===== src/rtl/dmi_pkg.sv =====
// Shared types and status codes for the DMI request sequencer.
package dmi_pkg;

    typedef enum logic [1:0] {
        ST_IDLE = 2'd0,
        ST_REQ  = 2'd1,
        ST_RSP  = 2'd2
    } dmi_state_e;

    localparam logic [1:0] DMI_OK     = 2'b00;
    localparam logic [1:0] DMI_FAILED = 2'b10;
    localparam logic [1:0] DMI_BUSY   = 2'b11;

    localparam int unsigned DMI_DATA_W    = 32;
    // Widest DMI address the request struct can carry; narrower ABITS zero-extend.
    localparam int unsigned DMI_ADDR_MAXW = 16;

    typedef struct packed {
        logic                     wr;
        logic [DMI_ADDR_MAXW-1:0] addr;
        logic [DMI_DATA_W-1:0]    data;
    } dmi_req_t;

endpackage


===== src/rtl/dmi_req_timer.sv =====
// Response timeout counter: clear on request launch, count while enabled, pulse on expiry.
module dmi_req_timer #(
    parameter int unsigned TIMEOUT_CYCLES = 256
) (
    input  logic clk,
    input  logic rst_l,
    input  logic clr,
    input  logic en,
    output logic expire_c
);

    localparam int unsigned    CW   = $clog2(TIMEOUT_CYCLES + 1);
    localparam logic [CW-1:0]  LAST = CW'(TIMEOUT_CYCLES - 1);

    logic [CW-1:0] cnt_q, cnt_d;

    always_comb begin
        cnt_d = cnt_q;
        if (clr) begin
            cnt_d = '0;
        end else if (en && cnt_q != LAST) begin
            cnt_d = cnt_q + CW'(1);
        end
    end

    always_ff @(posedge clk or negedge rst_l) begin
        if (!rst_l) begin
            cnt_q <= '0;
        end else begin
            cnt_q <= cnt_d;
        end
    end

    // Fires in the TIMEOUT_CYCLES-th enabled cycle after the clear.
    assign expire_c = en && !clr && (cnt_q == LAST);

endmodule


===== src/rtl/dmi_req_ctrl.sv =====
// Core-clock DMI request sequencer: launches one request to the debug module, captures the
// response and keeps sticky status. Optional response timeout via DMI_REQ_TIMEOUT_EN.
module dmi_req_ctrl
    import dmi_pkg::*;
#(
    parameter int unsigned ABITS          = 7,
    parameter int unsigned TIMEOUT_CYCLES = 256,
    parameter logic [2:0]  DM_IDLE        = 3'd1
) (
    input  logic             clk,
    input  logic             rst_l,
    input  logic             req_valid,
    input  logic             req_wr,
    input  logic [ABITS-1:0] req_addr,
    input  logic [31:0]      req_data,
    input  logic             dmi_reset,
    input  logic             dmi_hard_reset,
    output logic             dm_req_valid,
    input  logic             dm_req_ready,
    output logic             dm_req_wr,
    output logic [ABITS-1:0] dm_req_addr,
    output logic [31:0]      dm_req_wdata,
    input  logic             dm_rsp_valid,
    input  logic [31:0]      dm_rsp_rdata,
    input  logic             dm_rsp_err,
    output logic [31:0]      rd_data,
    output logic [1:0]       rd_status,
    output logic [1:0]       dmi_stat,
    output logic [2:0]       idle,
    output logic             busy
);

    if (ABITS > DMI_ADDR_MAXW) begin : g_abits_chk
        $error("ABITS exceeds DMI_ADDR_MAXW");
    end

    dmi_state_e state_q, state_d;
    dmi_req_t   req_q, req_d;
    logic       dm_req_valid_q, dm_req_valid_d;
    logic [31:0] rd_data_q, rd_data_d;
    logic [1:0] dmi_stat_q, dmi_stat_d;
    logic       accept_c;
    logic       tmo_expire_c;

    assign busy     = (state_q != ST_IDLE);
    assign accept_c = (state_q == ST_IDLE) && req_valid && (dmi_stat_q == DMI_OK) && !dmi_hard_reset;

`ifdef DMI_REQ_TIMEOUT_EN
    dmi_req_timer #(
        .TIMEOUT_CYCLES (TIMEOUT_CYCLES)
    ) u_timer (
        .clk      (clk),
        .rst_l    (rst_l),
        .clr      (accept_c),
        .en       (busy),
        .expire_c (tmo_expire_c)
    );
`else
    logic unused_tmo;
    assign unused_tmo   = (TIMEOUT_CYCLES == 0);
    assign tmo_expire_c = 1'b0;
`endif

    always_ff @(posedge clk or negedge rst_l) begin
        if (!rst_l) begin
            state_q <= ST_IDLE;
        end else begin
            state_q <= state_d;
        end
    end

    // A response arriving with the timeout wins; ready arriving with the timeout does not.
    always_comb begin
        state_d = state_q;
        if (dmi_hard_reset) begin
            state_d = ST_IDLE;
        end else begin
            unique case (state_q)
                ST_IDLE: if (accept_c) state_d = ST_REQ;
                ST_REQ: begin
                    if (tmo_expire_c)      state_d = ST_IDLE;
                    else if (dm_req_ready) state_d = ST_RSP;
                end
                ST_RSP: if (dm_rsp_valid || tmo_expire_c) state_d = ST_IDLE;
                default: state_d = ST_IDLE;
            endcase
        end
    end

    always_comb begin
        req_d          = req_q;
        dm_req_valid_d = dm_req_valid_q;
        rd_data_d      = rd_data_q;
        dmi_stat_d     = dmi_stat_q;
        if (dmi_hard_reset) begin
            dm_req_valid_d = 1'b0;
            dmi_stat_d     = DMI_OK;
        end else begin
            if (accept_c) begin
                req_d          = '{wr: req_wr, addr: DMI_ADDR_MAXW'(req_addr), data: req_data};
                dm_req_valid_d = 1'b1;
            end
            if (busy && req_valid && dmi_stat_q == DMI_OK) begin
                dmi_stat_d = DMI_BUSY;
            end
            if (state_q == ST_REQ && dm_req_ready) begin
                dm_req_valid_d = 1'b0;
            end
            if (state_q == ST_RSP && dm_rsp_valid) begin
                rd_data_d = dm_rsp_rdata;
                if (dm_rsp_err && dmi_stat_q == DMI_OK) dmi_stat_d = DMI_FAILED;
            end else if (tmo_expire_c) begin
                dm_req_valid_d = 1'b0;
                if (dmi_stat_q == DMI_OK) dmi_stat_d = DMI_FAILED;
            end
            // Clear beats any set in the same cycle.
            if (dmi_reset) dmi_stat_d = DMI_OK;
        end
    end

    always_ff @(posedge clk or negedge rst_l) begin
        if (!rst_l) begin
            req_q          <= '0;
            dm_req_valid_q <= 1'b0;
            rd_data_q      <= '0;
            dmi_stat_q     <= DMI_OK;
        end else begin
            req_q          <= req_d;
            dm_req_valid_q <= dm_req_valid_d;
            rd_data_q      <= rd_data_d;
            dmi_stat_q     <= dmi_stat_d;
        end
    end

    assign dm_req_valid = dm_req_valid_q;
    assign dm_req_wr    = req_q.wr;
    assign dm_req_addr  = ABITS'(req_q.addr);
    assign dm_req_wdata = req_q.data;
    assign rd_data      = rd_data_q;
    assign dmi_stat     = dmi_stat_q;
    assign rd_status    = busy ? DMI_BUSY : dmi_stat_q;
    assign idle         = DM_IDLE;

endmodule


===== config.mk =====
export PLATFORM = sky130hd
export DESIGN_NAME = dmi_req_ctrl
export DESIGN_NICKNAME = d
export VERILOG_FILES = /design/src/rtl/dmi_pkg.sv /design/src/rtl/dmi_req_timer.sv /design/src/rtl/dmi_req_ctrl.sv
export SDC_FILE = /design/constraint.sdc
export NUM_CORES = 1
export LEC_CHECK = 0
export ABC_AREA = 1
export CORE_ASPECT_RATIO = 0.7
export CORE_MARGIN = 2
export CORE_UTILIZATION = 39
export CTS_CLUSTER_SIZE = 20
export DETAILED_ROUTE_END_ITERATION = 6
export PLACE_DENSITY = 0.79
export SLEW_MARGIN = 25
export SYNTH_ARGS = -nofsm -noshare
export SYNTH_HDL_FRONTEND = slang
export SYNTH_SLANG_ARGS = --single-unit
export TNS_END_PERCENT = 30

===== constraint.sdc =====
create_clock -name clk -period 1.5 [get_ports clk]
set_clock_uncertainty 0.1 [all_clocks]
set_input_delay 0.3 -clock clk [delete_from_list [all_inputs] [get_ports clk]]
set_output_delay 0.3 -clock clk [all_outputs]
set_load 0.05 [all_outputs]

==> results by group <==
Cells and area
  • Fill count: 507
  • Register area: between 1500 and 2000 sq um
  • Multi-input combinational cell area: 1020 sq um
  • Synthesis-to-finish area growth: 97.1%
  • Final Net Count: 601
  • Layout cells sized above 1: 0.253
  • Number of antenna cells inserted: 0

Critical path
  • Req. time, crit path: about 1100 ps
  • Internal reg-to-reg setup slack: -20 ps
  • R2R depth: 7
  • Crit path cell chain: nor2_4 -> nand2_2 -> buf_12
  • R2R Path End: dm_req_addr[1]$_DFFE_PN0P_
  • Slowest CP cell: dfrtp_2
  • Delay-heaviest family, CP: flip-flops
  • CP Buf/Inv Count: 1
  • R2R Path Start: dmi_stat[0]$_DFF_PN0_
  • Critical path class: reg2out
  • Worst EP arrival: around 1100 ps
  • Setup crit end kind: output port
  • Slowest stage delay, CP: 440 ps
  • Crit start category: flop
  • Worst Path Max Fanout: 4

GRT
  • Largest net degree at the start of global routing: 34
  • Vias in the first global route: 3114
  • First-pass GRT wire length: around 15 mm
  • Initial antenna violation count: 0
  • GRT Util Overall: 0.217
  • Grt ovf: 0

Floorplan
  • Die Width: 111 um
  • Die height: 78.6 um
  • Site row count: 27
  • Core Area: just under 8000 sq um
  • # IOs: 161
  • Die footprint: 8690 sq um
  • Initial Util: 0.397

Clocking
  • CTS tree: built
  • Clock slew at reported path FFs: 60 ps
  • Clock Latency Late Sink: 320 ps
  • CTS root buffer: clkbuf_16
  • Longest Clk Path Bufs: 2
  • H-Tree Depth: 3
  • Clock sink count: 77
  • Inserted Clock Buffers: 9

Logic synthesis
  • Top cell type's share of synthesized area: 0.621
  • Synthesis Warnings: 0
  • Most used flip-flop cell after synthesis: dfrtp_1
  • Syn avg cell area: 8.89 sq um
  • Register area share after synthesis: 0.621
  • Most numerous cell in the Yosys netlist: nand2_1
  • Mapped cell area: 3100 sq um
  • EDFF count, synth: 0
  • Unique cell type count in the Yosys netlist: 21
  • Area contributors post-synth: dfrtp_1 62%, nand2_1 23%, nand3_1 5.6%, buf_4 1.5%, buf_6 1.5%
  • Commonest cells post-synth: 193 x nand2_1, 77 x dfrtp_1, 35 x nand3_1
  • Largest area contributor in the netlist: dfrtp_1
  • Post-Syn Instances: 349
  • Fraction of registers with async set/reset: 1.00
  • Register bit total from synthesis: 77

Timing
  • Part of the cycle the worst path needs: 1.02
  • Setup slack after layout: -28.9 ps
  • Unrepaired setup endpoints after global routing: true
  • Setup violators final: 17
  • Final TNS setup: -258 ps
  • Number of hold violations in the final report: 0
  • Fmax: 0.654 GHz
  • Hold_ws: 330 ps
  • Min cycle time layout: 1530 ps
  • Pins Over Slew Limit: 0

Routing
  • DRC Markers: 0
  • DR vias: 3012
  • WL/cell: 15.3 um
  • 1st-pass router iterations: 6
  • Via/cell ratio: between 4 and 5
  • Final wirelength: 9.61 mm
  • Post-route ant nets: 0
  • Initial DRC count: 196

Power
  • Switch Pwr: 0.00398 W
  • Sequential share of power: 0.307
  • Internal power: around 0.0063 W
  • Clk pwr share: 0.211
  • Logic pwr share: 0.482
  • Power per cell area: between 1500 and 2000 nW/um^2
  • Leak Pwr: approximately 3.0 nW
  • Sw Ratio: 0.387
  • Peak VDD IR: approximately 960 uV

Run status
  • Status: complete, but fails checks
  • Failing checks: setup timing

Place
  • RD Place Congestion: 0.810
  • DPL Wire Length: 6.91 mm
  • Port Buffers: approximately 160

Job
  • MaxCap Viol Count: 0

Worst hold path
  • HP Class: in2async
==> logic make-up after synthesis <==
family,share of synthesized area
simple gates,0.320
flops,0.621
buf+inv,0.0524
compound gates,0.00403
other cells,0.00242
==> power by group through the flow <==
| stage | registers, W | logic, W | clock network, W |
|---|---|---|---|
| 2_1_floorplan | 0.00462 | 0.000570 | 0 |
| 3_3_place_gp | 0.00315 | 0.00486 | 0 |
| 3_5_place_dp | 0.00318 | 0.00493 | 0 |
| 4_1_cts | 0.00315 | 0.00495 | 0.00220 |
| 5_1_grt | 0.00321 | 0.00516 | 0.00232 |
| 6_report | 0.00315 | 0.00496 | 0.00217 |
==> repair_timing <==
item / CTS / global route
hold buffers: 1 / 0
pin swaps: 1 / 1
endpoints found under the hold margin: 20 / 0
setup endpoints to repair: 3 / 39
gates resized for setup: 5 / 1
cloned: 0 / 3
setup buffers: 2 / 3
==> cell usage in the layout (no fill, tap or decap), types with 2 or more instances in the layout <==
cell,n
inv_1,3
nor2_4,2
buf_4,9
nand2_1,190
inv_2,4
dfrtp_2,2
clkbuf_16,12
nor2_1,4
nand2_2,4
clkinvlp_4,3
conb_1,3
nand3_1,35
buf_12,88
dfrtp_1,75
clkdlybuf4s50_1,78
clkinv_2,2
==> worst reg2reg max path, delay by kind of cell, from the launching register on <==
| kind | cells | cell delay (ps) |
|---|---|---|
| buffers and inverters | 2 | 310 |
| flip-flops | 1 | 440 |
| AND/OR/NAND/NOR | 5 | 610 |
==> layout make-up <==
class,count,area share
Clock inverter,6,0.0102
Clock buffer,10,0.0391
Multi-Input combinational cell,246,0.167
Tap cell,101,0.0207
Sequential cell,77,0.316
Inverter,7,0.00430
Timing Repair Buffer,180,0.443
==> sequential cells by signal, indices dropped and copies added, names as in the netlist <==
register      cells
state_q           2
dm_req_wdata     32
rd_data          32
dm_req_addr       7
dm_req_wr         1
dmi_stat          2
dm_req_valid      1
==> per-layer routing <==
metal | track usage | wire length (um)
met4 | 0.0563 | 39
met5 | 0 | 0
met1 | 0.260 | 3910
met2 | 0.371 | 4790
met3 | 0.0857 | 868
==> worst max path at each step <==
stage / slack [ps] / startpoint / endpoint / cells after the start
detailed placement: -120 / dm_rsp_valid / rd_data[30]$_DFFE_PN0P_ / 7
finish: -30 / state_q[0]$_DFFE_PN0P_ / rd_status[0] / 3
CTS: -50 / state_q[0]$_DFFE_PN0P_ / rd_status[0] / 3
global route: -100 / state_q[0]$_DFFE_PN0P_ / dm_req_addr[1]$_DFFE_PN0P_ / 8
floorplan: -5 / dmi_stat[1]$_DFF_PN0_ / rd_status[1] / 2
global placement: -70 / req_valid / dm_req_wdata[3]$_DFFE_PN0P_ / 6
==> through the flow <==
stage                      util  setup WS, ps  area, sq um  cells  total power (W)
after floorplan               -         -5.11         3110    350          0.00519
after global placement    0.727         -71.7         5680    602          0.00801
after detailed placement  0.727          -122         5680    602          0.00811
after CTS                 0.770         -49.6         6010    621           0.0103
after global routing      0.783         -98.5         6110    627           0.0107
final                     0.783         -28.9         6110    627           0.0103
Power figures use the tool's default switching activity.
